[src/rtl/mem_port_arbiter.sv]
// rtl/mem_port_arbiter.sv - fetch/data port arbiter in front of a single shared memory
module mem_port_arbiter #(
  parameter int unsigned B_STREAK_MAX = 4
) (
  input  logic        clk,
  input  logic        reset_n,
  input  logic        mem_read_a,
  input  logic [15:0] mem_address_a,
  output logic [15:0] mem_rdata_a,
  output logic        mem_resp_a,
  input  logic        mem_read_b,
  input  logic        mem_write_b,
  input  logic [15:0] mem_address_b,
  input  logic [15:0] mem_wdata_b,
  input  logic [1:0]  mem_wmask_b,
  output logic [15:0] mem_rdata_b,
  output logic        mem_resp_b,
  output logic        pmem_read,
  output logic        pmem_write,
  output logic [15:0] pmem_address,
  output logic [15:0] pmem_wdata,
  output logic [1:0]  pmem_wmask,
  input  logic [15:0] pmem_rdata,
  input  logic        pmem_resp
);

  localparam int unsigned SW = $clog2(B_STREAK_MAX + 1);
  localparam logic [SW-1:0] STREAK_MAX = SW'(B_STREAK_MAX);

  typedef enum logic [1:0] {
    IDLE    = 2'd0,
    GRANT_A = 2'd1,
    GRANT_B = 2'd2
  } state_t;

  state_t        state_q, state_d;
  logic [SW-1:0] streak_q, streak_d;
  logic          pmem_read_q, pmem_read_d;
  logic          pmem_write_q, pmem_write_d;
  logic [15:0]   pmem_address_q, pmem_address_d;
  logic [15:0]   pmem_wdata_q, pmem_wdata_d;
  logic [1:0]    pmem_wmask_q, pmem_wmask_d;

  logic req_a;
  logic req_b;

  // A read+write pair on port B is malformed and treated as no request
  assign req_a = mem_read_a;
  assign req_b = mem_read_b ^ mem_write_b;

  // Arbitration, command capture, completion and fetch-starvation streak tracking
  always_comb begin
    state_d        = state_q;
    streak_d       = streak_q;
    pmem_read_d    = pmem_read_q;
    pmem_write_d   = pmem_write_q;
    pmem_address_d = pmem_address_q;
    pmem_wdata_d   = pmem_wdata_q;
    pmem_wmask_d   = pmem_wmask_q;

    case (state_q)
      IDLE: begin
        if (req_b && !(req_a && streak_q >= STREAK_MAX)) begin
          state_d        = GRANT_B;
          pmem_read_d    = mem_read_b;
          pmem_write_d   = mem_write_b;
          pmem_address_d = mem_address_b;
          pmem_wdata_d   = mem_wdata_b;
          pmem_wmask_d   = mem_wmask_b;
          if (!req_a) begin
            streak_d = '0;
          end else if (streak_q < STREAK_MAX) begin
            streak_d = streak_q + SW'(1);
          end
        end else if (req_a) begin
          state_d        = GRANT_A;
          pmem_read_d    = 1'b1;
          pmem_write_d   = 1'b0;
          pmem_address_d = mem_address_a;
          pmem_wdata_d   = 16'h0000;
          pmem_wmask_d   = 2'b11;
          streak_d       = '0;
        end
      end
      GRANT_A, GRANT_B: begin
        if (pmem_resp) begin
          state_d        = IDLE;
          pmem_read_d    = 1'b0;
          pmem_write_d   = 1'b0;
          pmem_address_d = 16'h0000;
          pmem_wdata_d   = 16'h0000;
          pmem_wmask_d   = 2'b11;
        end
      end
      default: begin
        state_d = IDLE;
      end
    endcase
  end

  // State and command registers; reset abandons any in-flight transaction
  always_ff @(posedge clk) begin
    if (!reset_n) begin
      state_q        <= IDLE;
      streak_q       <= '0;
      pmem_read_q    <= 1'b0;
      pmem_write_q   <= 1'b0;
      pmem_address_q <= 16'h0000;
      pmem_wdata_q   <= 16'h0000;
      pmem_wmask_q   <= 2'b11;
    end else begin
      state_q        <= state_d;
      streak_q       <= streak_d;
      pmem_read_q    <= pmem_read_d;
      pmem_write_q   <= pmem_write_d;
      pmem_address_q <= pmem_address_d;
      pmem_wdata_q   <= pmem_wdata_d;
      pmem_wmask_q   <= pmem_wmask_d;
    end
  end

  assign pmem_read    = pmem_read_q;
  assign pmem_write   = pmem_write_q;
  assign pmem_address = pmem_address_q;
  assign pmem_wdata   = pmem_wdata_q;
  assign pmem_wmask   = pmem_wmask_q;

  assign mem_resp_a  = (state_q == GRANT_A) && pmem_resp;
  assign mem_resp_b  = (state_q == GRANT_B) && pmem_resp;
  assign mem_rdata_a = pmem_rdata;
  assign mem_rdata_b = pmem_rdata;

endmodule

[config.mk]
export PLATFORM = sky130hd
export DESIGN_NAME = mem_port_arbiter
export DESIGN_NICKNAME = d
export VERILOG_FILES = /design/src/rtl/mem_port_arbiter.sv
export SDC_FILE = /design/constraint.sdc
export NUM_CORES = 1
export LEC_CHECK = 0
export CORE_UTILIZATION = 36
export CTS_BUF_LIST = sky130_fd_sc_hd__clkbuf_2 sky130_fd_sc_hd__clkbuf_4 sky130_fd_sc_hd__clkbuf_8
export DETAILED_ROUTE_END_ITERATION = 7
export HOLD_SLACK_MARGIN = 0.06
export PLACE_DENSITY = 0.95
export REMOVE_ABC_BUFFERS = 1
export SETUP_SLACK_MARGIN = 0.1
export SLEW_MARGIN = 20
export SYNTH_ARGS = -nofsm -noshare
export SYNTH_HDL_FRONTEND = slang
export SYNTH_SLANG_ARGS = --single-unit
[constraint.sdc]
create_clock -name clk -period 2.3 [get_ports clk]
set_input_delay 0.46 -clock clk [delete_from_list [all_inputs] [get_ports clk]]
set_output_delay 0.46 -clock clk [all_outputs]
set_load 0.01 [all_outputs]
==> impl_metrics.ini, run 1 <==
[layout]
design_area_um2 = 2960
final_layout_size_suffix_gt1_share_pct = 8.97
multiInputGateArea_um2 = 882
post-route-util_pct = 56.5
antennaDiodeCount = 0
seqCellArea_um2 = 821
nets = 376
syn_to_final_growth_pct = 46.6
nFillCells = 451

[critical_path]
r2r_cells = 7
cp_max_fo = 3
r2r_slack_ns = 0.27
cp_num_buf_inv = 2
crit_end = mem_resp_b
worstPathArrival_ns = 1.61
max_stage_delay_ns = 0.53
critPathKind = in -> out
crit_family = buffers and inverters
cp-end-kind = output port
cp_common_cell = clkdlybuf4s50_1
cp.required_ns = 1.84
path_depth = 3
cp-start-kind = primary input
crit_slowest_cell = clkdlybuf4s50_1
r2r-end = pmem_address[6]$_SDFFE_PN0P_
startpoint = pmem_resp
cp_cell_sequence = clkdlybuf4s50_1, and2_1, clkdlybuf4s50_1
r2r-start = state_q[0]$_SDFFE_PN0P_

[synthesis]
yosys_most_used_dff = dfxtp_1
ys_ff_latch = 41
synth_edf_count = 0
ys_warn_count = 0
ys_async_sr_fraction_pct = 0
ys_seq_area_share_pct = 40.7
yosysTopAreaCellShare_pct = 40.7
avgSynthCellArea_um2 = 8.66
synth_area_um2 = 2020
synthCells = 233
yosys.area.top_type = dfxtp_1
synth_cell_types = 32
synth.top_cells.by_area = dfxtp_1 (41%), buf_4 (12%), a221oi_1 (6.9%)

[cts]
clk_pin_slew_ns = 0.08
cts-buffers-inserted = 5
htree_levels = 2
clock_path_buffers = 2
cts_sinks = 41
cts_hold_buf = 0
cts_resized = 0
clockRootBuffer = clkbuf_8
clock_latency_ns = 0.29
cts_tree = done
postCtsSetupBuffers = 0

[pwr]
power_density_nw_per_um2 = 790
p_total_uw = 2340
p_leak_uw = 0.00109
peakVddDrop_uv = 425

[sta]
hold_viol = 0
maxSlewHeadroom_pct = 76.0
slew_violations = 0
worst_clock_skew_ns = 0.00903
finalCriticalPeriod_ns = 2.07
fmax_ghz = 0.484
hold_ws_ns = 0.458
rsz0062_at_grt = false
timing.final.crit_share_pct = 89.9
setup_viol = 0
worst_pin_slew_ns = 0.356

[global_route]
use_met2_pct = 32.0
grt_max_degree = 42
antenna_found_initial = 0
met3_usage_pct = 10.7
grt_pass1_vias = 1873
grtUsageMet1_pct = 22.7
overflow = 0
grt.busiest_layer = met2
grt_first_pass_wirelength_um = 9320
grtUsageTotal_pct = 20.1

[detailed_routing]
post_drt_wl_per_cell_um = 15.7
vias = 1889
avgViaCountPerCell = 5.09
final_antenna_net_count = 0
drt_iter0_markers = 92
dr.pass1.iters = 4
drc = 0
wl_um = 5830

[die]
die_w_um = 76.9
die_h_um = 76.9
start_util_pct = 38.5
core_area_um2 = 5240
rows = 26
boundaryPins = 142
fp.dieArea_um2 = 5910

[placement]
hpwl_um = 4360
place_area_um2 = 2860
io_buffers = 93
gp_congestion = 0.892

[run]
maxCapViolCount = 0

[worst_hold_path]
worstHoldStart = pmem_wdata[12]$_SDFFE_PN0P_
hold_path.class = reg -> reg

[status]
status = complete, no violations
logic make-up after synthesis:
group                      after synthesis  synth area share (%)
adders and majority gates                4                  2.48
and+or+nand+nor                         71                  16.3
AOI/OAI and AO/OA                       64                  22.4
buffers and inverters                   50                  16.4
DFF                                     41                  40.7
muxes                                    1                 0.496
xor gates and xnor gates                 2                  1.24
stage by stage:
step                setup WS (ns)  instances  TNS [ns]
finish                      0.232        371         0
global route                0.111        371         0
CTS                         0.221        371         0
detailed placement         0.0345        363         0
global placement           0.0821        363         0
floorplan                 -0.0797        186     -1.89
cells in the final DEF, fill, tap and decap left out, drive strengths merged:
| master | instances |
|---|---|
| a221oi | 16 |
| a21boi | 20 |
| xnor2 | 1 |
| nand3 | 16 |
| nand3b | 1 |
| clkbuf | 7 |
| xor2 | 1 |
| nand2 | 20 |
| a311oi | 1 |
| and3 | 1 |
| nor3 | 1 |
| ha | 4 |
| mux2i | 1 |
| a311o | 1 |
| nor2b | 4 |
| buf | 14 |
| dfxtp | 41 |
| clkdlybuf4s50 | 93 |
| o21ai | 21 |
| a21oi | 2 |
| a21o | 1 |
| nor4 | 2 |
| nor2 | 20 |
| or3b | 1 |
| and2 | 2 |
| a22oi | 2 |
| inv | 3 |
| and3b | 1 |
| or3 | 2 |
| clkinvlp | 1 |
power by group:
part / total (µW) / leakage [µW] / switching, µW / internal, µW
Sequential: 890 / 0.000337 / 60.4 / 829
Clock: 479 / 0.0000453 / 240 / 239
Combinational: 967 / 0.000705 / 454 / 513
worst register-to-register path, cell delays in order, from the launching register on:
cell      delay, ns
dfxtp_1        0.36
inv_1          0.07
ha_1           0.37
nor2b_1        0.18
a311o_2        0.46
buf_12         0.19
a221oi_1       0.21
nor2_1         0.09
registers in the layout, summed over array words and instances, names as in the netlist:
register,cells
pmem_read,1
pmem_wdata,16
state_q,2
streak_q,3
pmem_address,16
pmem_wmask,2
pmem_write,1
cell usage after synthesis (3+ instances only):
cell type,n
ha_1,4
nand3_1,16
o21ai_0,21
a21boi_1,4
buf_4,33
a221oi_1,16
inv_1,3
a21boi_0,16
nand2_1,20
dfxtp_1,41
clkbuf_1,9
nor2_1,20
nor2b_1,4
worst min path at each step:
stage,depth (start not counted),slack (ns),to
finish,2,0.46,pmem_wdata[12]$_SDFFE_PN0P_
floorplan,2,0.47,state_q[1]$_SDFFE_PN0P_
global route,2,0.48,pmem_write$_SDFFE_PN0P_
detailed placement,2,0.45,pmem_wdata[12]$_SDFFE_PN0P_
CTS,2,0.46,pmem_write$_SDFFE_PN0P_
global placement,2,0.44,pmem_wdata[15]$_SDFFE_PN0P_
final cells by class:
cell class | instances | area share (%)
clock buffers | 7 | 2.83
clock inverters | 1 | 0.254
well taps | 70 | 2.96
flip-flops and latches | 41 | 27.7
multi-input cells | 142 | 29.8
repair buffers | 107 | 36.0
inverters | 3 | 0.381
metal layers:
metal	wire, µm	up-vias
li1	-	918
met1	2450	869
met2	2650	94
met3	654	8
met4	70	0
met5	0	-
Power figures use the tool's default switching activity.
==> run 2: changes to the inputs <==
--- a/config.mk
+++ b/config.mk
@@ -7,6 +7,7 @@
 export LEC_CHECK = 0
 export CORE_UTILIZATION = 36
 export CTS_BUF_LIST = sky130_fd_sc_hd__clkbuf_2 sky130_fd_sc_hd__clkbuf_4 sky130_fd_sc_hd__clkbuf_8
+export CTS_CLUSTER_DIAMETER = 200
 export DETAILED_ROUTE_END_ITERATION = 7
 export HOLD_SLACK_MARGIN = 0.06
 export PLACE_DENSITY = 0.95
==> results of run 2 <==
The final DEF is identical to that of run 1; final timing and power are the same.
==> run 3: changes to the inputs <==
--- a/config.mk
+++ b/config.mk
@@ -9,6 +9,7 @@
 export CTS_BUF_LIST = sky130_fd_sc_hd__clkbuf_2 sky130_fd_sc_hd__clkbuf_4 sky130_fd_sc_hd__clkbuf_8
 export CTS_CLUSTER_DIAMETER = 200
 export DETAILED_ROUTE_END_ITERATION = 7
+export GPL_TIMING_DRIVEN = 0
 export HOLD_SLACK_MARGIN = 0.06
 export PLACE_DENSITY = 0.95
 export REMOVE_ABC_BUFFERS = 1
==> impl_metrics.ini, run 3 (synthesized netlist as in run 1, its figures left out) <==
[sta]
rsz0062_at_grt = true
timing.final.crit_share_pct = 91.3
setup_viol = 0
fmax_ghz = 0.476
slew_violations = 0
worst_pin_slew_ns = 0.811
finalCriticalPeriod_ns = 2.10
maxSlewHeadroom_pct = 45.9
worst_clock_skew_ns = 0.00471
hold_viol = 0

[critical_path]
crit_slowest_cell = clkdlybuf4s50_1
cp-end-kind = output port
cp-start-kind = primary input
cp.required_ns = 1.84
cp_common_cell = clkdlybuf4s50_1
max_stage_delay_ns = 0.53
cp_cell_sequence = clkdlybuf4s50_1, and2_1, clkdlybuf4s50_1
startpoint = pmem_resp
cp_max_fo = 3
worstPathArrival_ns = 1.64
r2r_slack_ns = 0.24
critPathKind = in -> out
r2r-start = state_q[0]$_SDFFE_PN0P_
r2r-end = pmem_address[11]$_SDFFE_PN0P_
r2r_cells = 7

[pwr]
p_int_uw = 1580
peakVddDrop_uv = 346
p_sw_uw = 782
p_clk_share_pct = 20.4
combPwrFrac_pct = 42.1
p_leak_uw = 0.00106
p_sw_share_pct = 33.1
pwr-share-seq_pct = 37.5
power_density_nw_per_um2 = 806

[cts]
htree_levels = 2
clock_latency_ns = 0.28
clockRootBuffer = clkbuf_8
cts_hold_buf = 0
clk_pin_slew_ns = 0.07
cts_tree = done
cts_sinks = 41
clock_path_buffers = 2
cts-buffers-inserted = 5

[die]
core_area_um2 = 5240
die_h_um = 76.9
rows = 26
fp.dieArea_um2 = 5910
start_util_pct = 38.5
boundaryPins = 142
die_w_um = 76.9

[worst_hold_path]
hold_path.class = reg -> reg
min_to = pmem_wdata[15]$_SDFFE_PN0P_
worstHoldStart = pmem_wdata[15]$_SDFFE_PN0P_
whs_path_depth = 2

[detailed_routing]
post_drt_wl_per_cell_um = 16.8
drc = 0
avgViaCountPerCell = 5.28
final_antenna_net_count = 0
dr.pass1.iters = 4
vias = 1921
wl_um = 6100
drt_iter0_markers = 69

[placement]
io_buffers = 93
place_area_um2 = 2770
gp_congestion = 0.737
dpl.cell_count = 351
hpwl_um = 4110

[run]
maxCapViolCount = 0

[global_route]
grt_pass1_vias = 1835
grt_first_pass_wirelength_um = 9070
grt_max_degree = 42
grt.busiest_layer = met2
met3_usage_pct = 11.4
grtUsageMet1_pct = 22.4
use_met2_pct = 32.0
antenna_found_initial = 0
overflow = 0
grtUsageTotal_pct = 20.1

[layout]
final_cell_count_no_fill = 364
nets = 369
final_layout_size_suffix_gt1_share_pct = 7.82
post-route-util_pct = 55.9
syn_to_final_growth_pct = 45.1
antennaDiodeCount = 0
design_area_um2 = 2930
final_cell_mix = clkdlybuf4s50_1 (91), dfxtp_1 (41), o21ai_0 (21), nand2_1 (20), nor2_1 (19)
nFillCells = 464
mostFrequentLayoutCell = clkdlybuf4s50_1

[status]
status = complete, no violations
[run 3: changes by cell type in the layout (fill, tap and decap cells not counted), sizes merged]
cell	previous run	this run
a311o	1	2
clkbuf	7	8
buf	14	6
nor2	20	21
dlymetal6s2s	0	1
clkdlybuf4s50	93	91
clkinvlp	1	0
[run 3: final cells by class]
type	instances	area, µm²	share of cell area (%)
Sequential cell	41	821	28.0
Tap cell	70	87.6	2.99
Inverter	3	11.3	0.385
Multi-Input combinational cell	144	927	31.7
Clock buffer	8	91.3	3.12
Timing Repair Buffer	98	990	33.8
[run 3: worst max-delay path by stage]
stage	cells past startpoint	end	slack, ns
3_5_place_dp	5	pmem_read$_SDFFE_PN0P_	-0.29
4_1_cts	5	pmem_read$_SDFFE_PN0P_	0.14
6_report	3	mem_resp_a	0.20
3_3_place_gp	5	pmem_wdata[0]$_SDFFE_PN0P_	-1.11
2_1_floorplan	6	pmem_wdata[0]$_SDFFE_PN0P_	-0.08
5_1_grt	7	pmem_wdata[4]$_SDFFE_PN0P_	0.06
[run 3: what timing repair did]
action / 4_1_cts / 5_1_grt
pin swaps: 2 / 2
hold endpoints to repair: 0 / 0
buffers inserted: 1 / 2
endpoints found under the setup margin: 36 / 35
resized for setup: 1 / 4
cloned: 1 / 1
[run 3: metal layers]
metal	up-vias	wire length (µm)
li1	914	-
met1	883	2530
met2	115	2810
met3	9	671
met4	0	83
met5	-	0
[run 3: power groups by stage]
stage / clock network, µW / registers (µW) / logic [µW]
3_5_place_dp: 0 / 901 / 904
5_1_grt: 540 / 901 / 1070
2_1_floorplan: 0 / 951 / 354
4_1_cts: 503 / 885 / 934
3_3_place_gp: 0 / 895 / 839
6_report: 481 / 886 / 994
[run 3: critical path: cells and delay by family]
kind	cells	cell delay [ns]
and+or+nand+nor	1	0.14
buffers and inverters	2	1.04
[run 3: metrics by stage]
step / power (µW) / hold WS, ns / setup TNS (ns) / setup slack (ns)
finish: 2360 / 0.449 / 0 / 0.199
global route: 2510 / 0.473 / 0 / 0.0554
CTS: 2320 / 0.452 / 0 / 0.135
detailed placement: 1800 / 0.442 / -7.91 / -0.288
global placement: 1730 / 0.437 / -38.30 / -1.11
floorplan: 1310 / 0.474 / -1.89 / -0.0797
